`config.mk`:
```
export PLATFORM = sky130hd
export DESIGN_NAME = mult_seq_ctrl
export DESIGN_NICKNAME = d
export VERILOG_FILES = /design/src/rtl/mult_seq_ctrl.sv
export SDC_FILE = /design/constraint.sdc
export NUM_CORES = 1
export LEC_CHECK = 0
export BUFFER_PORTS_ARGS = -buffer_cell sky130_fd_sc_hd__buf_2
export CORE_AREA = 2 2 39 41
export CTS_BUF_LIST = sky130_fd_sc_hd__clkbuf_8
export DETAILED_ROUTE_END_ITERATION = 10
export DIE_AREA = 0 0 41 43
export PLACE_DENSITY = 0.59
export SYNTH_ARGS = -nofsm -noshare
export SYNTH_HDL_FRONTEND = slang
export SYNTH_SLANG_ARGS = --single-unit
```
`constraint.sdc`:
```
create_clock -name clk -period 1.3 [get_ports clk]
set_input_delay 0.195 -clock clk [delete_from_list [all_inputs] [get_ports clk]]
set_output_delay 0.195 -clock clk [all_outputs]
set_load 0.02 [all_outputs]
```
`src/rtl/mult_seq_ctrl.sv`:
```
// Control sequencer for a shift-add unsigned multiplier datapath.
// It drives the clear/load/shift strobes for the product, multiplicand and Q
// registers, and steps through N multiplier bits. The adder and the registers
// themselves live outside this block.
module mult_seq_ctrl #(
    parameter int N = 4
) (
    input  logic clk,
    input  logic clr,
    input  logic start,
    input  logic q0,
    output logic busy,
    output logic done,
    output logic clrp,
    output logic ldm,
    output logic ldq,
    output logic ldp,
    output logic shp,
    output logic shq
);

    // Wide enough to hold N, the value count reaches on the final shift.
    localparam int CW = $clog2(N + 1);
    localparam logic [CW-1:0] LAST = CW'(N - 1);

    typedef enum logic [2:0] {
        S_IDLE,
        S_INIT,
        S_BIT,
        S_SHIFT,
        S_DONE
    } state_t;

    state_t        r_state;
    state_t        w_next;
    logic [CW-1:0] r_count;
    logic [CW-1:0] w_countNext;
    logic          w_last;

    assign w_last = (r_count == LAST);

    // State and bit-counter registers. Reset returns the sequencer to IDLE,
    // and the output decode then forces every strobe low.
    always_ff @(posedge clk or negedge clr) begin
        if (!clr) begin
            r_state <= S_IDLE;
            r_count <= '0;
        end else begin
            r_state <= w_next;
            r_count <= w_countNext;
        end
    end

    // Next-state and strobe decode. In BIT, the q0 input picks between an add
    // (ldp, followed by SHIFT) and a plain shift that stays in BIT.
    always_comb begin
        w_next      = r_state;
        w_countNext = r_count;
        busy        = 1'b0;
        done        = 1'b0;
        clrp        = 1'b0;
        ldm         = 1'b0;
        ldq         = 1'b0;
        ldp         = 1'b0;
        shp         = 1'b0;
        shq         = 1'b0;
        case (r_state)
            S_IDLE: begin
                if (start) begin
                    w_next = S_INIT;
                end
            end
            S_INIT: begin
                busy        = 1'b1;
                clrp        = 1'b1;
                ldm         = 1'b1;
                ldq         = 1'b1;
                w_countNext = '0;
                w_next      = S_BIT;
            end
            S_BIT: begin
                busy = 1'b1;
                if (q0) begin
                    ldp    = 1'b1;
                    w_next = S_SHIFT;
                end else begin
                    shp         = 1'b1;
                    shq         = 1'b1;
                    w_countNext = r_count + 1'b1;
                    w_next      = w_last ? S_DONE : S_BIT;
                end
            end
            S_SHIFT: begin
                busy        = 1'b1;
                shp         = 1'b1;
                shq         = 1'b1;
                w_countNext = r_count + 1'b1;
                w_next      = w_last ? S_DONE : S_BIT;
            end
            S_DONE: begin
                busy   = 1'b1;
                done   = 1'b1;
                w_next = S_IDLE;
            end
            default: begin
                w_next = S_IDLE;
            end
        endcase
    end

endmodule
```
After elaboration in Yosys (flattened, before gate mapping). Cells that the tools add are included. W data, S select, Z words.

$lt $le $gt $ge: 0. Reductions and logical operators: 4. Equality and inequality tests: 7. Shift-type cells: 0. Multipliers: 0. Bitwise operators: 0. Div/mod/pow operators: 0. Add/subtract/negate cells: 1. Mux-type cells: 13.

Operators by type and width (number): $mux W3 (4); $pmux W3 S4 (1); $eq A3 B2 Y1 const B (3); $pmux W3 S3 (1); $mux W1 (6); $ne A2 B2 Y1 const B (2); $reduce_or A4 Y1 (1); $add A3 B1 Y3 const B (1); $eq A3 B1 Y1 const B (1); $eq A3 B3 Y1 const B (1); $logic_not A3 Y1 (1); $reduce_bool A3 Y1 (1); $pmux W1 S2 (1); $reduce_and A2 Y1 (1).

Bits in writable memories: 0. ROM bits: 0. Memories kept: 0. Output and inout port bits: 8. Flip-flop bits (word level): 6. Logic and storage cells: 27. Input bits: 4. Latch bits: 0.

Depth between registers and ports, before layout. Gate-level depths: netlist (run 1).

Depth in word-level cells: 4. Depth in mapped cells: 4. Mapped depth without buffers: 4.

Worst setup path before layout (run 1). OpenSTA, ideal clock, no wires.

Kind: register to output. Start point: register r_state[2]. End point: output ldm. Path slack: -278 ps. Path buffers: 2. Data required time: 1105 ps. Stages on the path, launching flop included: 4. Data arrival time: 1383 ps. Cells stage by stage: dfrtp_1 buf_2 nor3b_1 buf_4.

Word-level cells in the longest chain between the ends: 2.

RTL lines: start: declaration (RTL line 34) `state_t r_state;`; start signal: assignment (RTL line 49) `r_state <= w_next;`; $eq A3 B1 Y1; $mux W1; end: declaration (RTL line 15) `output logic ldm,`.

No other way between the ends.

Final worst setup path (run 1).
Start point: register r_state[2]. End point: output shq.

Word-level cells in the longest chain between the ends: 2. Elaborated cells between the ends (all ways): 3. Classes of those cells: 2 x eq/ne; 1 x mux.

RTL lines: $eq A3 B2 Y1 (RTL line 67) `case (r_state)`; $pmux W1 S2 * (RTL line 67); end: declaration (RTL line 19) `output logic shq`.

Mark *: on every way between the ends. The rest lies on a longest branch, timed or not.

==> impl_results.md, run 1 <==
- Status: complete, but fails checks
- Failing checks: setup timing
- Tmin final: 1.39 ns
- Hold Startpoint: start
- Crit-path max FO: 4
- Area Growth Syn to Fin: 55.7%
- Final worst slack: -0.0859 ns
- Via count: roughly 270
- Avg Vias per Cell: approximately 4.3
- Remaining antenna violation count: 0
- Total Wirelength: about 620 µm
- Number of port buffers: 11
- R2R Path End: r_count[0]
- CTS Sinks: 6
- RR Startpoint: r_state[0]
- Initial drt markers: 6
- # rows: 14
- Worst hold slack: ~0.30 ns
- Static Leak: 0.000262 µW
- Final core occ: 39.4%
- RD Place Congestion: around 0.75
- Hold Path Stages: 3
- Placed instance area: approximately 400 µm²
- Cell area power density: approximately 2500 nW/µm²
- Top-count cell post-synth: dfrtp_1
- Detailed Place HPWL: 440 µm
- Most used DFF post-synth: dfrtp_1
- Largest net degree at the start of global routing: 8
- Max Slew Vio Count: 0
- Post-DR wirelength/cell: roughly 10 µm
- Synth Warn #: 0
- CP startpoint kind: flop
- Fin. Hold Viols: 0
- Unique masters post-synth: 19
- Hold Path Class: input pin to flop
- Post-synth ARST share: 100%
- Synth top area share: 42.9%
- Global route overflow: 0
- RSZ-0062 raised after global routing: yes
- Least-Margin Pin Slew: approximately 0.24 ns
- Clk_lat worst skew: about 0.22 ns
- Worst-path clk slew: 0.04 ns
- CP Class: flop to output pin
- CP required: 1.11 ns
- Number of enable flip-flop cells after synthesis: 0
- Yosys top cell by area: dfrtp_1
- Crit path launch: r_state[2]
- Setup crit end kind: output pin
- Fin crit share: 107%
- Most frequent cells after synthesis: dfrtp_1 (6), buf_4 (3)
- CTS Buf Count: 3
- H-tree levels: 1
- Drt drc: 0
- Die X: 41 µm
- Critical path data arrival time: 1.19 ns
- Clock root cell: clkbuf_8
- Worst R2R Setup Slack: -0.03 ns
- CTS tree: built
- Sequential share of the synthesized area: 42.9%
- Post-Syn Area per Cell: 11.3 µm²
- Post-Syn Nets: 37
- First-pass GRT wire length: approximately 990 µm
- Final cell area excluding filler cells: 546 µm²
- Clock Tree Buf Depth: 2
- Max-Cap Viols: 0
- Worst ir drop on vdd: 0.000916 V
- Pre-antenna DRT Iters: 4
- Vias in the first global route: 227
- Core area: roughly 1400 µm²
- Starting Density: around a quarter
- Worst clock skew: approximately 0.0042 ns
- Synth area leaders: dfrtp_1 (43%), ha_1 (7.1%), buf_4 (6.4%), a22o_1 (5.0%), nor3b_1 (4.3%)
- Syn Std Cell Area: between 300 and 400 µm²
- # setup viols final: 8
- Antenna diode instance count: 0
- Reg2Reg Depth: 4
- Post-Synthesis Cells: 31
- Die Y: ~43 µm
- Synthesized flop and latch total: 6
- Ports: 12
- GRT Overall Usage: between 8 and 9%
- Die ar.: between 1500 and 2000 µm²
- Initial antenna violation count: 0
- F_max: approximately 0.72 GHz
- Share of cells above drive strength 1: between 50% and 60%
- Post-placement setup slack: approximately 0.12 ns
- Relative slew slack: 83.6%
- Min-Delay Endpoint: r_state[0]
- Final nets: between 50 and 60
state kept, by name, indices dropped and copies added (netlist names):
name     flops
r_count      3
r_state      3
final cells by class:
class                           count  area, µm²
Clock buffer                        3       41.3
Fill cell                         130        838
Inverter                            2       7.51
Multi-Input combinational cell     18        174
Sequential cell                     6        153
Tap cell                           16       20.0
Timing Repair Buffer               17        150
per-stage QoR:
step	setup TNS, ns	total power [µW]	std cells
after global routing	-0.906	1500	62
after global placement	0	883	54
after detailed placement	0	883	54
after floorplan	0	813	31
final	-0.441	1390	62
after CTS	-0.564	1340	61
worst max-delay path: stages (launching register included):
cell and delay, ns:
dfrtp_1 0.40, buf_4 0.15, and3b_2 0.29, buf_6 0.13
where the power goes:
group / switching (µW) / total [µW] / internal (µW) / leakage (µW)
registers: 90.3 / 363 / 273 / 0.0000721
clock network: 72.0 / 270 / 198 / 0.0000216
logic: 327 / 753 / 426 / 0.000168
kinds of logic after synthesis:
logic type	share of synthesized area [%]
AOI/OAI and AO/OA	9.65
xor gates and xnor gates	2.50
adders and majority gates	7.14
buffers and inverters	13.2
DFF	42.9
muxes	6.07
and+or+nand+nor	18.6
worst max-delay path by stage:
stage / endpoint / slack [ns] / cells past startpoint
2_1_floorplan: ldm / 0.006 / 3
3_3_place_gp: r_count[2] / 0.11 / 4
3_5_place_dp: r_count[2] / 0.12 / 4
4_1_cts: shq / -0.08 / 3
5_1_grt: ldm / -0.12 / 3
6_report: shq / -0.09 / 3
per-layer routing:
layer	wire length (µm)	up-vias	track usage, %
met1	271	118	9.87
li1	-	136	-
met4	0	0	2.00
met5	0	-	0
met2	297	12	12.8
met3	55	0	7.85
repair_timing:
action	in CTS	in global routing
hold buffers	1	0
pin swaps	1	3
buffers inserted	3	1
endpoints found under the setup margin	8	11
endpoints found under the hold margin	6	0
gates resized for setup	15	6
placed cells by master, fill, tap and decap left out:
cell,n
nor2_4,1
nor3_1,1
a311oi_1,1
dfrtp_1,4
buf_4,4
and3b_2,1
o21bai_1,1
mux2i_1,1
clkbuf_8,3
nor3b_1,1
a22o_1,2
nor2b_1,1
inv_1,2
dfrtp_2,2
and2_1,2
buf_6,8
dlygate4sd3_1,1
ha_1,2
nor3b_4,1
nand2b_4,1
xnor2_1,1
buf_2,4
mux2_2,1
No activity file was read; power rests on OpenSTA's default activity.
==> run 2: changes to the inputs <==
--- a/config.mk
+++ b/config.mk
@@ -5,12 +5,13 @@
 export SDC_FILE = /design/constraint.sdc
 export NUM_CORES = 1
 export LEC_CHECK = 0
+export ABC_AREA = 1
 export BUFFER_PORTS_ARGS = -buffer_cell sky130_fd_sc_hd__buf_2
 export CORE_AREA = 2 2 39 41
 export CTS_BUF_LIST = sky130_fd_sc_hd__clkbuf_8
 export DETAILED_ROUTE_END_ITERATION = 10
 export DIE_AREA = 0 0 41 43
-export PLACE_DENSITY = 0.59
+export PLACE_DENSITY = 0.64
 export SYNTH_ARGS = -nofsm -noshare
 export SYNTH_HDL_FRONTEND = slang
 export SYNTH_SLANG_ARGS = --single-unit
==> constraint.sdc (replaced) <==
create_clock -name clk -period 1.3 [get_ports clk]
set_input_delay 0.195 -clock clk [delete_from_list [all_inputs] [get_ports clk]]
set_output_delay 0.195 -clock clk [all_outputs]
set_load 0.1 [all_outputs]
==> impl_results.md, run 2 <==
- Status: complete, but fails checks
- Failing checks: setup timing
- Commonest non-fill, non-tap cell in the layout: buf_4
- Hold Path Stages: 3
- F_max: around 0.70 GHz
- Core area: 1380 µm²
- Die Y: 43 µm
- Ports: 12
- Post-placement setup slack: roughly 0.06 ns
- Multi-input logic area: 225 µm²
- Critical path data arrival time: between 1 and 1.5 ns
- Max Slew Vio Count: 0
- Dpl cells: 78
- Final worst slack: -0.123 ns
- Share of cells above drive strength 1: 54.8%
- Clk_lat worst skew: about 0.22 ns
- Largest net degree at the start of global routing: 7
- Sequential share of the synthesized area: 37.3%
- First-pass GRT wire length: 1.50 mm
- Fin crit share: 109%
- Worst clock skew: approximately 0.0036 ns
- Unique masters post-synth: 16
- Post-DR wirelength/cell: 9.43 µm
- Die ar.: about 1800 µm²
- Remaining antenna violation count: 0
- Hold Path Class: input pin to flop
- Most used DFF post-synth: dfrtp_1
- Detailed Place HPWL: ~610 µm
- Yosys top cell by area: dfrtp_1
- Biggest registers after layout: r_count: 3 flops, r_state: 3 flops
- Total Wirelength: between 800 and 900 µm
- Worst-path clk slew: approximately 0.030 ns
- Clock root cell: clkbuf_8
- Initial antenna violation count: 0
- # setup viols final: 8
- Number of port buffers: 11
- Setup crit end kind: output pin
- Synth top area share: 37.3%
- Final nets: just over 80
- R2R Path End: r_count[2]
- Most frequent cells after synthesis: nand2_1 (10), nor2_1 (7), dfrtp_1 (6), inv_1 (6)
- Register area: between 150 and 200 µm²
- RSZ-0062 raised after global routing: yes
- CTS Buf Count: 3
- Most frequent cells in the layout: buf_4 (9), nand2_1 (8), buf_12 (8)
- CP Class: flop to output pin
- Starting Density: 29.1%
- Met2 WL post-DR: 417 µm
- Relative slew slack: about 88%
- Fill count: 123
- Min-Delay Endpoint: r_state[0]
- Die X: slightly above 40 µm
- Post-Synthesis Cells: 52
- Metal3 WL: 34 µm
- Crit-path max FO: 4
- Worst R2R Setup Slack: approximately 0.15 ns
- Drt drc: 0
- Fin. Hold Viols: 0
- Hold Startpoint: start
- Max-Cap Viols: 0
- RD Place Congestion: 0.757
- Metal1 wirelength: approximately 370 µm
- Reg2Reg Depth: 8
- Number of enable flip-flop cells after synthesis: 0
- Post-Syn Nets: 58
- Clock Tree Buf Depth: 2
- Syn Std Cell Area: between 400 and 500 µm²
- Synth Warn #: 0
- Synthesized flop and latch total: 6
- Final Non-Filler Cells: around 90
- Post-synth ARST share: 100%
- Least-Margin Pin Slew: 0.186 ns
- Tmin final: 1.42 ns
- Worst hold slack: roughly 0.25 ns
- H-tree levels: 1
- Vias in the first global route: between 400 and 500
- Final core occ: between 50% and 60%
- Area Growth Syn to Fin: 82.6%
- Via count: 393
- CP required: ~1.1 ns
- DR top layer: met4
- CTS tree: built
- Antenna diode instance count: 0
- # rows: 14
- Top-count cell post-synth: nand2_1
- GRT Overall Usage: around 13%
- CP startpoint kind: flop
- Crit path launch: r_state[0]
- Post-Syn Area per Cell: ~7.7 µm²
- Global route overflow: 0
- CTS Sinks: 6
- Initial drt markers: 2
- Synth area leaders: dfrtp_1 (37%), nand2_1 (9.3%), nor2_1 (6.5%), ha_1 (6.2%), buf_4 (5.6%)
- Avg Vias per Cell: roughly 4.4
- Pre-antenna DRT Iters: 2
- RR Startpoint: r_state[0]
[run 2: worst max path at each step]
stage               slack [ns]  endpoint  depth (start not counted)
floorplan                -0.40       ldm                          5
global placement          0.05       ldq                          5
detailed placement        0.06       ldq                          5
CTS                      -0.12       ldq                          5
global route             -0.17      busy                          4
finish                   -0.12       ldq                          5
[run 2: final cells by class]
cell class                      instances  share of cell area (%)
Tap cell                               16                    2.72
Sequential cell                         6                    20.6
Clock buffer                            3                    5.61
Inverter                               10                    6.12
Timing Repair Buffer                   21                    34.4
Multi-Input combinational cell         33                    30.6
[run 2: metal layers]
layer | global-route usage (%) | vias up
met4 | 8.00 | 0
met3 | 3.14 | 2
met1 | 16.2 | 180
li1 | - | 201
met5 | 0 | -
met2 | 17.8 | 10
[run 2: critical path, cell delays in order, from the launching register on]
cell and delay [ns]:
dfrtp_1 0.41, inv_2 0.10, nor2_4 0.04, nand2_2 0.09, clkinvlp_4 0.16, buf_12 0.20
[run 2: cell families after synthesis]
group / after synthesis / share of synthesized area (%)
AO/OA/AOI/OAI: 5 / 8.69
AND/OR/NAND/NOR: 26 / 32.9
adder cells (fa/ha/maj): 2 / 6.21
flip-flops: 6 / 37.3
buffers and inverters: 13 / 14.9
[run 2: metrics by stage]
stage	TNS, ns	cell area, µm²
after floorplan	-1.85	473
after detailed placement	0	623
after global routing	-1.27	736
after CTS	-0.883	728
after global placement	0	623
final	-0.883	736
[run 2: timing repair]
item | 4_1_cts | 5_1_grt
setup endpoints to repair | 8 | 8
setup buffers | 6 | 1
cloned | 0 | 0
resized for setup | 3 | 0
endpoints found under the hold margin | 6 | 0
hold buffers | 1 | 0
pin swaps | 3 | 1
Power of run 2 is left out: the tool's default activity adds up to more than one toggle a clock period on the data nets, which glitch-free logic cannot reach.
